--- src/rtl/rv32_mem_pkg.sv ---
// Shared types and constants for the RV32 single-port memory arbiter.
package rv32_mem_pkg;
  localparam int XLEN = 32;
  localparam int BE_W = 4;
  localparam logic [XLEN-1:0] RV32_NOP = 32'h0000_0013;

  typedef enum logic [1:0] {
    IDLE   = 2'd0,
    I_BUSY = 2'd1,
    D_BUSY = 2'd2
  } arb_state_e;

  typedef struct packed {
    logic            we;
    logic [XLEN-1:0] addr;
    logic [XLEN-1:0] wdata;
    logic [BE_W-1:0] be;
  } mem_cmd_t;
endpackage

--- src/rtl/memarb_wdog.sv ---
// Busy-cycle watchdog: expires on the LIMIT-th consecutive enabled cycle.
module memarb_wdog #(
  parameter int LIMIT = 255
) (
  input  logic clk,
  input  logic rst,
  input  logic clr,
  input  logic en,
  output logic expire
);
  localparam int W = $clog2(LIMIT + 1);

  logic [W-1:0] cnt;

  assign expire = en && (cnt == W'(LIMIT - 1));

  always_ff @(posedge clk) begin
    if (rst || clr)          cnt <= '0;
    else if (en && !expire)  cnt <= cnt + 1'b1;
  end
endmodule

--- src/rtl/mem_port_arbiter_rv32.sv ---
// Shares one memory port between fetch and LSU, one transaction at a time.
// Optional watchdog abort enabled with MEMARB_TIMEOUT_EN.
module mem_port_arbiter_rv32
  import rv32_mem_pkg::*;
#(
  parameter int MAX_D_STREAK = 4,
  parameter int TIMEOUT_CYC  = 255
) (
  input  logic            iCLK,
  input  logic            iRST,
  input  logic            iIReq,
  input  logic [XLEN-1:0] iIAddr,
  input  logic            iFlush,
  output logic            oIValid,
  output logic [XLEN-1:0] oIData,
  output logic            oStallI,
  input  logic            iDReq,
  input  logic            iDWe,
  input  logic [XLEN-1:0] iDAddr,
  input  logic [XLEN-1:0] iDWData,
  input  logic [BE_W-1:0] iDBe,
  output logic            oDValid,
  output logic [XLEN-1:0] oDData,
  output logic            oStallD,
  output logic            oMReq,
  output logic            oMWe,
  output logic [XLEN-1:0] oMAddr,
  output logic [XLEN-1:0] oMWData,
  output logic [BE_W-1:0] oMBe,
  input  logic            iMAck,
  input  logic [XLEN-1:0] iMRData,
  output logic            oErr
);
  localparam int SW = $clog2(MAX_D_STREAK + 1);

  arb_state_e   state, state_nx;
  mem_cmd_t     cmd;
  logic         m_req;
  logic [SW-1:0] streak;
  logic         streak_max;
  logic         drop;
  logic         grant_i, grant_d, done, tmo;

  logic unused_addr;
  assign unused_addr = &{1'b0, iIAddr[1:0]};

`ifdef MEMARB_TIMEOUT_EN
  memarb_wdog #(.LIMIT(TIMEOUT_CYC)) u_wdog (
    .clk    (iCLK),
    .rst    (iRST),
    .clr    (state == IDLE),
    .en     ((state != IDLE) && !iMAck),
    .expire (tmo)
  );
`else
  logic unused_cfg;
  assign unused_cfg = &{1'b0, TIMEOUT_CYC[0]};
  assign tmo = 1'b0;
`endif

  assign streak_max = (streak == SW'(MAX_D_STREAK));

  always_ff @(posedge iCLK) begin
    if (iRST) state <= IDLE;
    else      state <= state_nx;
  end

  always_comb begin
    state_nx = state;
    grant_i  = 1'b0;
    grant_d  = 1'b0;
    done     = 1'b0;
    oIValid  = 1'b0;
    oDValid  = 1'b0;
    oIData   = iMRData;
    oDData   = iMRData;
    oErr     = 1'b0;
    case (state)
      IDLE: begin
        // LSU wins unless it has starved a waiting fetch for MAX_D_STREAK grants
        if (iDReq && !(iIReq && streak_max)) begin
          grant_d  = 1'b1;
          state_nx = D_BUSY;
        end else if (iIReq) begin
          grant_i  = 1'b1;
          state_nx = I_BUSY;
        end
      end
      I_BUSY: begin
        if (iMAck || tmo) begin
          done     = 1'b1;
          state_nx = IDLE;
          oIValid  = !(drop || iFlush);
          if (tmo) begin
            oIData = RV32_NOP;
            oErr   = 1'b1;
          end
        end
      end
      D_BUSY: begin
        if (iMAck || tmo) begin
          done     = 1'b1;
          state_nx = IDLE;
          oDValid  = 1'b1;
          if (tmo) begin
            oDData = '0;
            oErr   = 1'b1;
          end
        end
      end
      default: state_nx = IDLE;
    endcase
  end

  assign oStallI = iIReq && !oIValid;
  assign oStallD = iDReq && !oDValid;

  always_ff @(posedge iCLK) begin
    if (iRST) begin
      m_req <= 1'b0;
      cmd   <= '0;
    end else if (grant_d) begin
      m_req <= 1'b1;
      cmd   <= '{we: iDWe, addr: iDAddr, wdata: iDWData, be: iDBe};
    end else if (grant_i) begin
      m_req <= 1'b1;
      cmd   <= '{we: 1'b0, addr: {iIAddr[XLEN-1:2], 2'b00}, wdata: '0, be: '1};
    end else if (done) begin
      m_req <= 1'b0;
    end
  end

  always_ff @(posedge iCLK) begin
    if (iRST)         streak <= '0;
    else if (grant_i) streak <= '0;
    else if (grant_d) begin
      if (!iIReq)          streak <= '0;
      else if (!streak_max) streak <= streak + 1'b1;
    end
  end

  // Flush in the ack cycle is handled combinationally; the flag only covers later cycles
  always_ff @(posedge iCLK) begin
    if (iRST)                            drop <= 1'b0;
    else if (state == I_BUSY && done)    drop <= 1'b0;
    else if (state == I_BUSY && iFlush)  drop <= 1'b1;
  end

  assign oMReq   = m_req;
  assign oMWe    = cmd.we;
  assign oMAddr  = cmd.addr;
  assign oMWData = cmd.wdata;
  assign oMBe    = cmd.be;
endmodule

--- config.mk ---
export PLATFORM = sky130hd
export DESIGN_NAME = mem_port_arbiter_rv32
export DESIGN_NICKNAME = d
export VERILOG_FILES = /design/src/rtl/rv32_mem_pkg.sv /design/src/rtl/memarb_wdog.sv /design/src/rtl/mem_port_arbiter_rv32.sv
export SDC_FILE = /design/constraint.sdc
export NUM_CORES = 1
export LEC_CHECK = 0
export CELL_PAD_IN_SITES_DETAIL_PLACEMENT = 0
export CELL_PAD_IN_SITES_GLOBAL_PLACEMENT = 1
export CORE_ASPECT_RATIO = 0.75
export CORE_MARGIN = 1
export CORE_UTILIZATION = 25
export DETAILED_ROUTE_END_ITERATION = 10
export PLACE_DENSITY = 0.87
export SLEW_MARGIN = 5
export SYNTH_ARGS = -nofsm -noshare
export SYNTH_HDL_FRONTEND = slang
export SYNTH_SLANG_ARGS = --single-unit
--- constraint.sdc ---
create_clock -name iCLK -period 3.3 [get_ports iCLK]
set_clock_uncertainty 0.1 [all_clocks]
set_input_delay 0.66 -clock iCLK [delete_from_list [all_inputs] [get_ports iCLK]]
set_output_delay 0.66 -clock iCLK [all_outputs]
set_load 0.01 [all_outputs]
==> flow_summary.yaml <==
setup_path:
  critPathRequiredTime_ns: 2.54
  path_cells: "clkdlybuf4s50_1 > nand2_1 > nor3_1 > clkdlybuf4s50_1"
  path_buf_inv: 2
  cpMostUsedCell: "clkdlybuf4s50_1"
  crit_path_max_incr_delay_ns: 0.59
  ff2ff_setup_slack_ns: 1.22
  r2r_end: "oMWData[2]"
  crit_fanout: 5
  cp_top_family: "buffers and inverters"
  worst_setup_path_end_kind: "output pin"
  start_kind: "input port"
  rr_startpoint: "streak[0]"
  worstPathArrival_ns: 2.15
  ff2ff_path_depth: 6
  cp_slowest_cell: "clkdlybuf4s50_1"
  worstSetupPathType: "input port to output pin"
sta:
  report.final.hold_viol_count: 0
  min_period_ns: 2.906
  rsz0062_at_grt: "false"
  slew_viol_final: 0
  max_slew_margin_pct: 51.19
  max_freq_mhz: 344.1
  post-route-period-util_pct: 88.07
  setup_tns_ns: 0
  setup_violations: 0
  tightest_slew_ns: 0.7322
  holdWs_ns: 0.3906
cells_and_area:
  drive_gt1_share_pct: 6.026
  diodes: 0
  design_area_mm2: 0.005445
  nFillCells: 1370
  fin_nets: 670
  synthToLayoutAreaGrowth_pct: 47.98
logic_synthesis:
  synthesis.instances: 433
  synthDistinctLibCells: 31
  netlist.area_leader.share_pct: 41.35
  ys_ff_latch: 76
  synth.cell_area_mm2: 0.003680
  synth-main-ff-cell: "dfxtp_1"
  synthTopCellsByArea: "dfxtp_1, buf_4, a32oi_1"
  yosysWarnings: 0
  avgSynthCellArea_um2: 8.498
  yosysSeqAreaShare_pct: 41.35
  synth-edff-count: 0
  synth_fp_nets: 577
  synth.most_common_cell: "dfxtp_1"
  synth_top_cell_by_area: "dfxtp_1"
  synth_commonest_cells: "dfxtp_1, nor2_1, buf_4, a32oi_1, o21ai_0"
  synth-async-reset-ratio_pct: 0
clock_tree:
  clk_latency_ns: 0.33
  cts_buffers: 9
  cts_tree: "yes"
  clock_sink_count: 76
  cts_setup_buffers: 0
  holdBufCountCts: 0
  htreeDepth: 3
  cts.clk_slew.worst_paths_ns: 0.06
  cts_buffer_depth: 2
  cts-root-buf: "clkbuf_16"
  cts_resized: 0
route:
  wl_per_cell_um: 16.01
  first_pass_iters: 5
  viasPerCell: 4.888
  dr_total_vias: 3549
  drt-initial-drc-count: 156
  drcViolationCount: 0
  wirelength_um: 11620
  ant_nets: 0
global_routing:
  grt_pass1_wl_um: 18020
  grt_pass1_vias: 3505
  gr-total-overflow: 0
  antenna_found_initial: 0
  grt_usage_pct: 15.19
  grt_start_max_net_pins: 65
worst_hold_path:
  min_to: "oMWData[21]"
  hp-class: "flop to flop"
  hold_depth: 2
  hp-start: "oMWData[21]"
floorplan:
  die_area_mm2: 0.01521
  die_w_um: 142.1
  coreArea_mm2: 0.01403
  io_pins: 278
  start_util_pct: 26.23
  num_rows: 37
  dieHeight_um: 107.1
placement:
  dpl_cell_area_mm2: 0.005145
  place_congestion: 0.7595
  dp_hpwl_um: 7813
  port_buffers: 178
pwr:
  p_leak_nw: 1.930
  power_mw: 2.729
  ir_drop_mv: 0.2461
  power.density_mw_per_mm2: 501.2
run_status:
  status: "complete, no violations"
run:
  maxCapViolations: 0
[report_power, final]
part	internal (mW)	switching (mW)	leakage, nW
Combinational	0.364	0.302	1.16
Sequential	1.01	0.0487	0.627
Clock	0.593	0.412	0.140
[placed cells by master, fill, tap and decap left out, types with 8 or more instances in the layout]
cell and instances:
o21ai_0 33, clkdlybuf4s50_1 177, a311oi_1 30, a32oi_1 35, nand3_1 30, buf_4 8
nor2_1 71, nor3_1 11, dfxtp_1 76, clkbuf_16 9
[kinds of logic (layout without fill, tap and decap cells)]
logic type | after synthesis | count (layout) | synth area share [%]
and+or+nand+nor | 128 | 128 | 15.37
AOI/OAI and AO/OA | 112 | 112 | 22.51
buffers and inverters | 111 | 209 | 18.97
DFF | 76 | 76 | 41.35
adders and majority gates | 5 | 5 | 1.700
other | 1 | 1 | 0.1019
[tightest hold or removal path, delay by kind of cell (launching register included)]
kind | cells | cell delay, ns
flip-flops | 1 | 0.32
AND/OR/NAND/NOR | 1 | 0.08
AO/OA/AOI/OAI | 1 | 0.06
[cell type report]
cell class,instances,area [um^2],area share (%)
timing repair buffer,189,1897,34.83
sequential,76,1521,27.94
multi-input combinational,246,1468,26.95
tap,195,244.0,4.481
clock buffer,10,229.0,4.205
clock inverter,6,71.32,1.310
inverter,4,15.01,0.2757
[sequential cells by signal (all words and copies together) (netlist names)]
signal / count
drop: 1
oMAddr: 32
oMBe: 4
oMReq: 1
oMWData: 32
oMWe: 1
state: 2
streak: 3
[how the worst max path moves through the flow]
stage / cells past startpoint / start / endpoint
2_1_floorplan: 3 / iMAck / oStallI
3_3_place_gp: 4 / iMAck / oIValid
3_5_place_dp: 4 / iMAck / oIValid
4_1_cts: 4 / iMAck / oIValid
5_1_grt: 4 / iMAck / oIValid
6_report: 4 / iMAck / oIValid
[metal layers]
| layer | vias to the layer above | part of all wire [%] | GRT usage [%] | routed length [um] |
|---|---|---|---|---|
| met3 | 18 | 7.6 | 5.270 | 885 |
| li1 | 1681 | - | - | - |
| met1 | 1697 | 45 | 18.63 | 5195 |
| met5 | - | 0 | 0 | 0 |
| met4 | 0 | 0.89 | 4.378 | 104 |
| met2 | 153 | 47 | 25.00 | 5439 |
[per-stage QoR]
stage / worst slack [ns] / instances / utilization (%)
2_1_floorplan: 1.388 / 433 / -
3_3_place_gp: 0.3794 / 710 / 36.68
3_5_place_dp: 0.3964 / 710 / 36.68
4_1_cts: 0.3798 / 726 / 38.82
5_1_grt: 0.2997 / 726 / 38.82
6_report: 0.3936 / 726 / 38.82
Note: power is estimated with default switching activity, not from simulation.
